<file path="src/rtl/cpu_pkg.sv">
// Shared encodings for the store path: size codes, FSM states and the default datapath width.
package cpu_pkg;

  localparam int unsigned DEFAULT_DATA_W = 32;

  localparam logic [1:0] SZ_WORD = 2'b00;
  localparam logic [1:0] SZ_HALF = 2'b01;
  localparam logic [1:0] SZ_BYTE = 2'b10;

  typedef enum logic [2:0] {
    StIdle,
    StRead,
    StWait,
    StWrite,
    StDone,
    StErr
  } store_state_e;

endpackage

</file>
<file path="src/rtl/store_merge.sv">
// Combinational little-endian lane merge: overlays the low bits of new_data onto old_word.
module store_merge
  import cpu_pkg::*;
#(
  parameter int unsigned DATA_W = DEFAULT_DATA_W
) (
  input  logic [DATA_W-1:0] old_word,
  input  logic [DATA_W-1:0] new_data,
  input  logic [1:0]        size,
  input  logic [1:0]        addr,
  output logic [DATA_W-1:0] merged_word
);

  always_comb begin
    merged_word = old_word;
    unique case (size)
      SZ_BYTE: merged_word[{addr, 3'b000} +: 8]     = new_data[7:0];
      SZ_HALF: merged_word[{addr[1], 4'b0000} +: 16] = new_data[15:0];
      default: merged_word = new_data;
    endcase
  end

endmodule

</file>
<file path="src/rtl/store_write_unit.sv">
// Multicycle store engine: word stores write directly, sub-word stores read-modify-write.
module store_write_unit
  import cpu_pkg::*;
#(
  parameter int unsigned MEM_RD_LATENCY = 1,
  parameter int unsigned DATA_W         = DEFAULT_DATA_W
) (
  input  logic              clk,
  input  logic              reset,
  input  logic              start,
  input  logic [1:0]        store_size,
  input  logic [DATA_W-1:0] address,
  input  logic [DATA_W-1:0] write_data,
  input  logic [DATA_W-1:0] mem_rdata,
  output logic [DATA_W-1:0] mem_addr,
  output logic [DATA_W-1:0] mem_wdata,
  output logic              mem_wr,
  output logic              busy,
  output logic              done,
  output logic              error
);

  localparam logic [2:0] CntLoad = 3'(MEM_RD_LATENCY - 1);

  store_state_e      state_q, state_d;
  logic [1:0]        size_q, size_d;
  logic [1:0]        lane_q, lane_d;
  logic [DATA_W-1:0] data_q, data_d;
  logic [DATA_W-1:0] addr_q, addr_d;
  logic [DATA_W-1:0] wdata_q, wdata_d;
  logic [2:0]        cnt_q, cnt_d;
  logic [DATA_W-1:0] merged;

  store_merge #(
    .DATA_W(DATA_W)
  ) u_merge (
    .old_word   (mem_rdata),
    .new_data   (data_q),
    .size       (size_q),
    .addr       (lane_q),
    .merged_word(merged)
  );

  always_comb begin
    state_d = state_q;
    size_d  = size_q;
    lane_d  = lane_q;
    data_d  = data_q;
    addr_d  = addr_q;
    wdata_d = wdata_q;
    cnt_d   = cnt_q;
    unique case (state_q)
      StIdle: begin
        if (start) begin
          size_d = store_size;
          lane_d = address[1:0];
          data_d = write_data;
          if (!(store_size inside {SZ_WORD, SZ_HALF, SZ_BYTE}) ||
              (store_size == SZ_HALF && address[0])) begin
            state_d = StErr;
          end else begin
            // No carry into the word address: the low two bits are simply dropped.
            addr_d = {address[DATA_W-1:2], 2'b00};
            if (store_size == SZ_WORD) begin
              wdata_d = write_data;
              state_d = StWrite;
            end else begin
              state_d = StRead;
            end
          end
        end
      end
      StRead: begin
        cnt_d   = CntLoad;
        state_d = StWait;
      end
      StWait: begin
        if (cnt_q == 3'd0) begin
          wdata_d = merged;
          state_d = StWrite;
        end else begin
          cnt_d = cnt_q - 3'd1;
        end
      end
      StWrite: state_d = StDone;
      StDone: begin
        addr_d  = '0;
        wdata_d = '0;
        state_d = StIdle;
      end
      StErr:   state_d = StIdle;
      default: state_d = StIdle;
    endcase
  end

  always_ff @(posedge clk or negedge reset) begin
    if (!reset) begin
      state_q <= StIdle;
      size_q  <= '0;
      lane_q  <= '0;
      data_q  <= '0;
      addr_q  <= '0;
      wdata_q <= '0;
      cnt_q   <= '0;
    end else begin
      state_q <= state_d;
      size_q  <= size_d;
      lane_q  <= lane_d;
      data_q  <= data_d;
      addr_q  <= addr_d;
      wdata_q <= wdata_d;
      cnt_q   <= cnt_d;
    end
  end

  // Strobes decode straight from state so an asynchronous reset cuts them at once.
  assign mem_addr  = addr_q;
  assign mem_wdata = wdata_q;
  assign mem_wr    = (state_q == StWrite);
  assign busy      = state_q inside {StRead, StWait, StWrite, StDone};
  assign done      = (state_q == StDone);
  assign error     = (state_q == StErr);

endmodule
</file>
<file path="config.mk">
export PLATFORM = sky130hd
export DESIGN_NAME = store_write_unit
export DESIGN_NICKNAME = d
export VERILOG_FILES = /design/src/rtl/cpu_pkg.sv /design/src/rtl/store_merge.sv /design/src/rtl/store_write_unit.sv
export SDC_FILE = /design/constraint.sdc
export NUM_CORES = 1
export LEC_CHECK = 0
export ABC_AREA = 1
export BUFFER_PORTS_ARGS = -buffer_cell sky130_fd_sc_hd__buf_4
export CORE_ASPECT_RATIO = 0.9
export CORE_MARGIN = 10
export CORE_UTILIZATION = 40
export CTS_CLUSTER_DIAMETER = 150
export DETAILED_ROUTE_END_ITERATION = 8
export HOLD_SLACK_MARGIN = 0.12
export SKIP_CTS_REPAIR_TIMING = 1
export SLEW_MARGIN = 40
export SYNTH_ARGS = -nofsm -noshare
export SYNTH_HDL_FRONTEND = slang
export SYNTH_SLANG_ARGS = --single-unit
</file>
<file path="constraint.sdc">
create_clock -name clk -period 2.95 [get_ports clk]
set_input_delay 0.295 -clock clk [delete_from_list [all_inputs] [get_ports clk]]
set_output_delay 0.295 -clock clk [all_outputs]
set_load 0.01 [all_outputs]
</file>
Word-level counts from Yosys, hierarchy flattened

Cells that the tools add are included.

Equal/unequal tests: 14
Reduce and logical (&&, ||, !) cells: 16
Shift operators: 4
Add/sub/neg operators: 3
Multiplexer cells: 18

Operators by type and width:

| kind                                                                     | number |
|---|---|
| 32-bit 2-to-1 mux                                                        | 6 |
| 32-bit one-hot mux with 2 select lines                                   | 2 |
| 32-bit one-hot mux with 3 select lines                                   | 1 |
| 32-bit bitwise mux                                                       | 2 |
| 16-bit by 7-bit variable shift with 32-bit output (first input constant) | 1 |
| 8-bit by 7-bit variable shift with 32-bit output (first input constant)  | 1 |
| 16-bit by 7-bit variable part select with 32-bit output                  | 1 |
| 8-bit by 7-bit variable part select with 32-bit output                   | 1 |
| 5-bit negation with 7-bit output                                         | 2 |
| 3-bit 2-to-1 mux                                                         | 4 |
| 3-bit one-hot mux with 4 select lines                                    | 1 |
| 2-bit != test (second input constant)                                    | 5 |
| 3-bit by 2-bit == test with 1-bit output (second input constant)         | 2 |
| 3-bit == test (second input constant)                                    | 2 |
| 3-bit zero test                                                          | 2 |
| 3-bit one-hot mux with 2 select lines                                    | 1 |
| 2-bit AND reduction                                                      | 3 |
| 3-bit nonzero test                                                       | 2 |
| 5-bit AND reduction                                                      | 1 |
| 2-bit by 1-bit == test with 1-bit output (second input constant)         | 2 |
| 2-bit == test (second input constant)                                    | 2 |
| 2-bit nonzero test                                                       | 2 |
| 4-bit nonzero test                                                       | 1 |
| 3-bit by 1-bit == test with 1-bit output (second input constant)         | 1 |
| other kinds (7)                                                          | 7 |

Bits of input ports: 101
Register bits: 106
Word-level logic and storage cells: 62
Output and inout bits: 68

Depth between registers and ports, before layout

Depth in word-level cells: 7
Gate-level depth with buffers: 13
Mapped depth without buffers: 11

Cells and area by module

From an unflattened synthesis, not the netlist that was laid out.

Cell total of the unflattened synthesis: 898
Area total of the unflattened synthesis: 6218.5 sq um

By module, submodules not included:

| module           | seq. area each (sq um) | instances | area an instance (sq um) | cells an instance |
|---|---|---|---|---|
| store_write_unit | 2602.5                 | 1         | 4824.6                   | 590 |
| store_merge      | 0.0                    | 1         | 1393.8                   | 308 |

Least setup slack after synthesis

Ideal clock, no wire load.

Path type: reg-to-reg
Start point: register lane_q[1]
End point: register wdata_q[23] (netlist: mem_wdata[23])
Library setup time: 0.077 ns
Path buffers: 2
Arrival: 1.977 ns
Required time: 2.873 ns
Setup slack: 0.895 ns
Clock period less this slack: 2.055 ns
Stages on the path, launching flop included: 13
Path through: dfrtp_1 -> buf_4 -> clkbuf_1 -> inv_1 -> ha_1 -> inv_1 -> nor2_1 -> nand3_1 -> nand2_1 -> nand2_1 -> nand2_1 -> nand2_1 -> a21oi_1

Cells in the longest elaborated chain, start to end: 6
Elaborated cells between the ends (all ways): 11
Classes of those cells: add/sub (2); shift (4); mux (5)

RTL lines:

| item                                                                                  | line                                 | source |
|---|---|---|
| from (decl)                                                                           | store_write_unit.sv:27               | `logic [1:0] lane_q, lane_d;` |
| from (signal assigned)                                                                | store_write_unit.sv:108              | `lane_q <= lane_d;` |
| 5-bit negation with 7-bit output, on equally long branches                            | store_merge.sv:18, store_merge.sv:17 |  |
| 16-bit by 7-bit variable part select with 32-bit output, or another cell as far along | store_merge.sv:18                    | `SZ_HALF: merged_word[{addr[1], 4'b0000} +: 16] = new_data[15:0];` |
| 32-bit bitwise mux, on equally long branches                                          | store_merge.sv:18, store_merge.sv:17 |  |
| 32-bit one-hot mux with 2 select lines *                                              | store_merge.sv:16                    | `unique case (size)` |
| 32-bit 2-to-1 mux *                                                                   | store_write_unit.sv:78               | `if (cnt_q == 3'd0) begin` |
| 32-bit one-hot mux with 3 select lines *                                              | store_write_unit.sv:52               | `unique case (state_q)` |
| to (signal assigned)                                                                  | store_write_unit.sv:111              | `wdata_q <= wdata_d;` |
| to (decl)                                                                             | store_write_unit.sv:30               | `logic [DATA_W-1:0] wdata_q, wdata_d;` |

Every way passes the cells marked *; elsewhere a longest branch is shown, timed or not. The select of a mux whose other input is x is not followed.
A chain may end at the register's enable or synchronous reset.

Worst setup path after layout

Start point: register lane_q[0]
End point: register wdata_q[19] (netlist: mem_wdata[19])

Cells in the longest elaborated chain, start to end: 6
Elaborated cells between the ends (all ways): 7
Classes of those cells: add/sub (1); shift (2); mux (4)

RTL lines:

| item                                                                                                                              | line                   | source |
|---|---|---|
| 5-bit negation with 7-bit output *                                                                                                | store_merge.sv:17      | `SZ_BYTE: merged_word[{addr, 3'b000} +: 8] = new_data[7:0];` |
| 8-bit by 7-bit variable part select with 32-bit output / 8-bit by 7-bit variable shift with 32-bit output (equally long branches) | store_merge.sv:17      |  |
| 32-bit bitwise mux *                                                                                                              | store_merge.sv:17      |  |
| 32-bit one-hot mux with 2 select lines *                                                                                          | store_merge.sv:16      |  |
| 32-bit 2-to-1 mux *                                                                                                               | store_write_unit.sv:78 |  |
| 32-bit one-hot mux with 3 select lines *                                                                                          | store_write_unit.sv:52 |  |

Marks and branches as above.

==> flow_summary.toml <==
[sta]
tightest_slew_ns = 0.6642
maxSlewHeadroom_pct = 55.61
max_freq_mhz = 443.8
hold_violations = 0
fin_setup_tns_ns = 0
slew_violations = 0
worst_slack_ns = 0.6966
fin_crit_ns = 2.253
finalClockSkew_ns = 0.009874
setup-violations-final = 0
fin_crit_sh_pct = 76.39
grt_setup_unrepaired = "no"
fin_hold_ws_ns = 0.1992

[finish]
fin_area_um2 = 7669
final_core_util_pct = 52.30
n_antenna_cell = 0
n_fill_cell = 1496
area_delta_synth_final_pct = 28.54
final_cells = 1247
nNetsFinal = 1154
drive_above_1_share_pct = 20.21

[power]
power_density_nw_per_um2 = 1177
power_mw = 9.029
ir_worst_vdd_mv = 0.6878
p_leak_nw = 4.188

[clock_network]
tritoncts = "yes"
cts-root-buf = "clkbuf_16"
htree_levels = 3
clock_latency_ns = 0.36
clockBufferDepth = 2
clock-sinks = 104
cts.clk_slew.worst_paths_ns = 0.08
cts_made_buffers = 9

[worst_hold_path]
worstHoldPathType = "in -> reg"

[route]
ant_nets = 0
drc_errors = 0
routedWlPerCell_um = 15.06
drt_iter0_markers = 438
wirelength_um = 18780
vias_per_cell = 4.749
first_pass_iters = 5
vias = 5922

[worst_setup_path]
worstSetupPathType = "reg -> reg"
crit_required_ns = 3.23
end_kind = "register"
critPathArrivalTime_ns = 2.53
crit_path_max_incr_delay_ns = 0.49
cp_max_fo = 13
slowest_stage = "nor2_1"
worstSetupStartpointType = "register"
cp_cell_sequence = "inv_1 -> ha_1 -> clkinv_1 -> nor2_1 -> nand3_1 -> nand2_1 -> nand2_1 -> nand2_1 -> nand2_1 -> a21oi_1"
critPathMostFrequentCell = "nand2_1"

[grt]
busiest_layer = "met2"
antenna_found_initial = 0
grt_max_degree = 105
grt_usage_pct = 18.65
grt_use_met1_pct = 23.90
use_met3_pct = 8.740
gr-total-overflow = 0
grt_pass1_vias = 5773
grt_pass1_wl_um = 30550
met2_usage_pct = 28.40

[floorplanning]
die_w_um = 148.7
io_pins = 169
die_area_um2 = 20210
initial_utilization_pct = 40.69
rows = 42
fp.dieH_um = 135.9
core_um2 = 14660

[status]
status = "finished clean"

[placement]
io_buffer_count = 166
dpl.hpwl_um = 13800
dp_slack_ns = 0.7080
placed_area_um2 = 7372
place.gp.congestion = 0.9161
dp_cells = 1230

[logic_synthesis]
synth-seq-cells = 104
avgSynthCellArea_um2 = 6.681
netlist_area_um2 = 5966
yosysTopAreaCell = "dfrtp_1"
synth.top_cell.area_share_pct = 43.62
seq_area_frac_synth_pct = 43.62
syn_inst = 893
synth_area_leaders = "dfrtp_1, nand2_1, nor2_1, o21ai_0, inv_1"
yosysWarnings = 0
yosysUniqueCellTypes = 24

[flow_run]
drv_cap = 0
## path summary, 6_finish.rpt
check,startpoint,end,slack (ns),cells after the start
worst max-delay path,lane_q[0],mem_wdata[19],0.70,10
worst min-delay path,address[2],mem_addr[2],0.20,3
worst max register to register,lane_q[0],mem_wdata[19],0.70,10
worst min register to register,data_q[30],data_q[30],0.49,2
max in group asynchronous,reset,data_q[12],1.91,3
min in group asynchronous,reset,mem_wdata[8],0.48,3
## area by class of cell
cell class / instances / area (µm²) / share of cell area, %
Timing Repair Buffer: 181 / 1386 / 18.08
Clock buffer: 9 / 225.2 / 2.937
Sequential cell: 104 / 2603 / 33.94
Inverter: 76 / 285.3 / 3.720
Multi-Input combinational cell: 672 / 2860 / 37.30
Tap cell: 198 / 247.7 / 3.231
Clock inverter: 7 / 61.31 / 0.7995
## metal layers
layer	up-vias	share of wire, %
met5	-	0
met4	0	0.91
met3	13	11
met2	204	43
met1	2654	45
li1	3051	-
## cell usage after synthesis
cell,count
nand2_1,325
clkinv_1,1
nand3_1,36
a21oi_1,42
nand3_2,2
o21ai_1,2
conb_1,1
ha_1,9
buf_6,3
o21ai_2,1
o21ai_0,75
nor2_4,3
a21oi_2,3
dfrtp_1,104
nor2_1,169
clkbuf_1,15
buf_2,13
clkbuf_4,1
inv_1,71
nand2_2,1
buf_1,3
inv_2,4
buf_4,7
nor3_1,2
## kinds of logic after synthesis
group,count (synthesis),share of synthesized area (%)
other,1,0.06286
buffers and inverters,118,8.578
AND/OR/NAND/NOR,538,35.28
flip-flops,104,43.62
adder cells (fa/ha/maj),9,1.888
AO/OA/AOI/OAI,123,10.57
## worst max-delay path, delay by kind of cell (launching register included)
| kind | cells | cell delay, ns |
|---|---|---|
| compound gates | 1 | 0.16 |
| simple gates | 6 | 0.85 |
| fa+ha+maj | 1 | 0.22 |
| flops | 1 | 0.42 |
| buf+inv | 2 | 0.53 |
## registers in the layout (all words and copies together), names as in the netlist
name       count
cnt_q          3
data_q        32
lane_q         2
mem_addr      30
mem_wdata     32
size_q         2
state_q        3
## placed cells by master, fill, tap and decap left out
cell type | netlist | layout
nand2_1 | 325 | 323
buf_4 | 7 | 178
nor2_1 | 169 | 169
dfrtp_1 | 104 | 104
o21ai_0 | 75 | 75
inv_1 | 71 | 71
a21oi_1 | 42 | 42
nand3_1 | 36 | 36
ha_1 | 9 | 9
clkbuf_16 | 0 | 9
inv_2 | 4 | 4
nand2_2 | 1 | 3
nor2_4 | 3 | 3
a21oi_2 | 3 | 3
nor3_1 | 2 | 2
o21ai_1 | 2 | 2
nand3_2 | 2 | 2
conb_1 | 1 | 2
inv_6 | 0 | 2
inv_8 | 0 | 2
buf_12 | 0 | 2
clkinv_1 | 1 | 1
o21ai_2 | 1 | 1
clkinv_4 | 0 | 1
clkinvlp_4 | 0 | 1
clkinv_2 | 0 | 1
dlygate4sd3_1 | 0 | 1
## report_power, final
| group | internal, mW | switching (mW) |
|---|---|---|
| registers | 2.14 | 0.480 |
| clock network | 0.591 | 0.593 |
| logic | 1.91 | 3.32 |
Note: power is estimated with default switching activity, not from simulation.
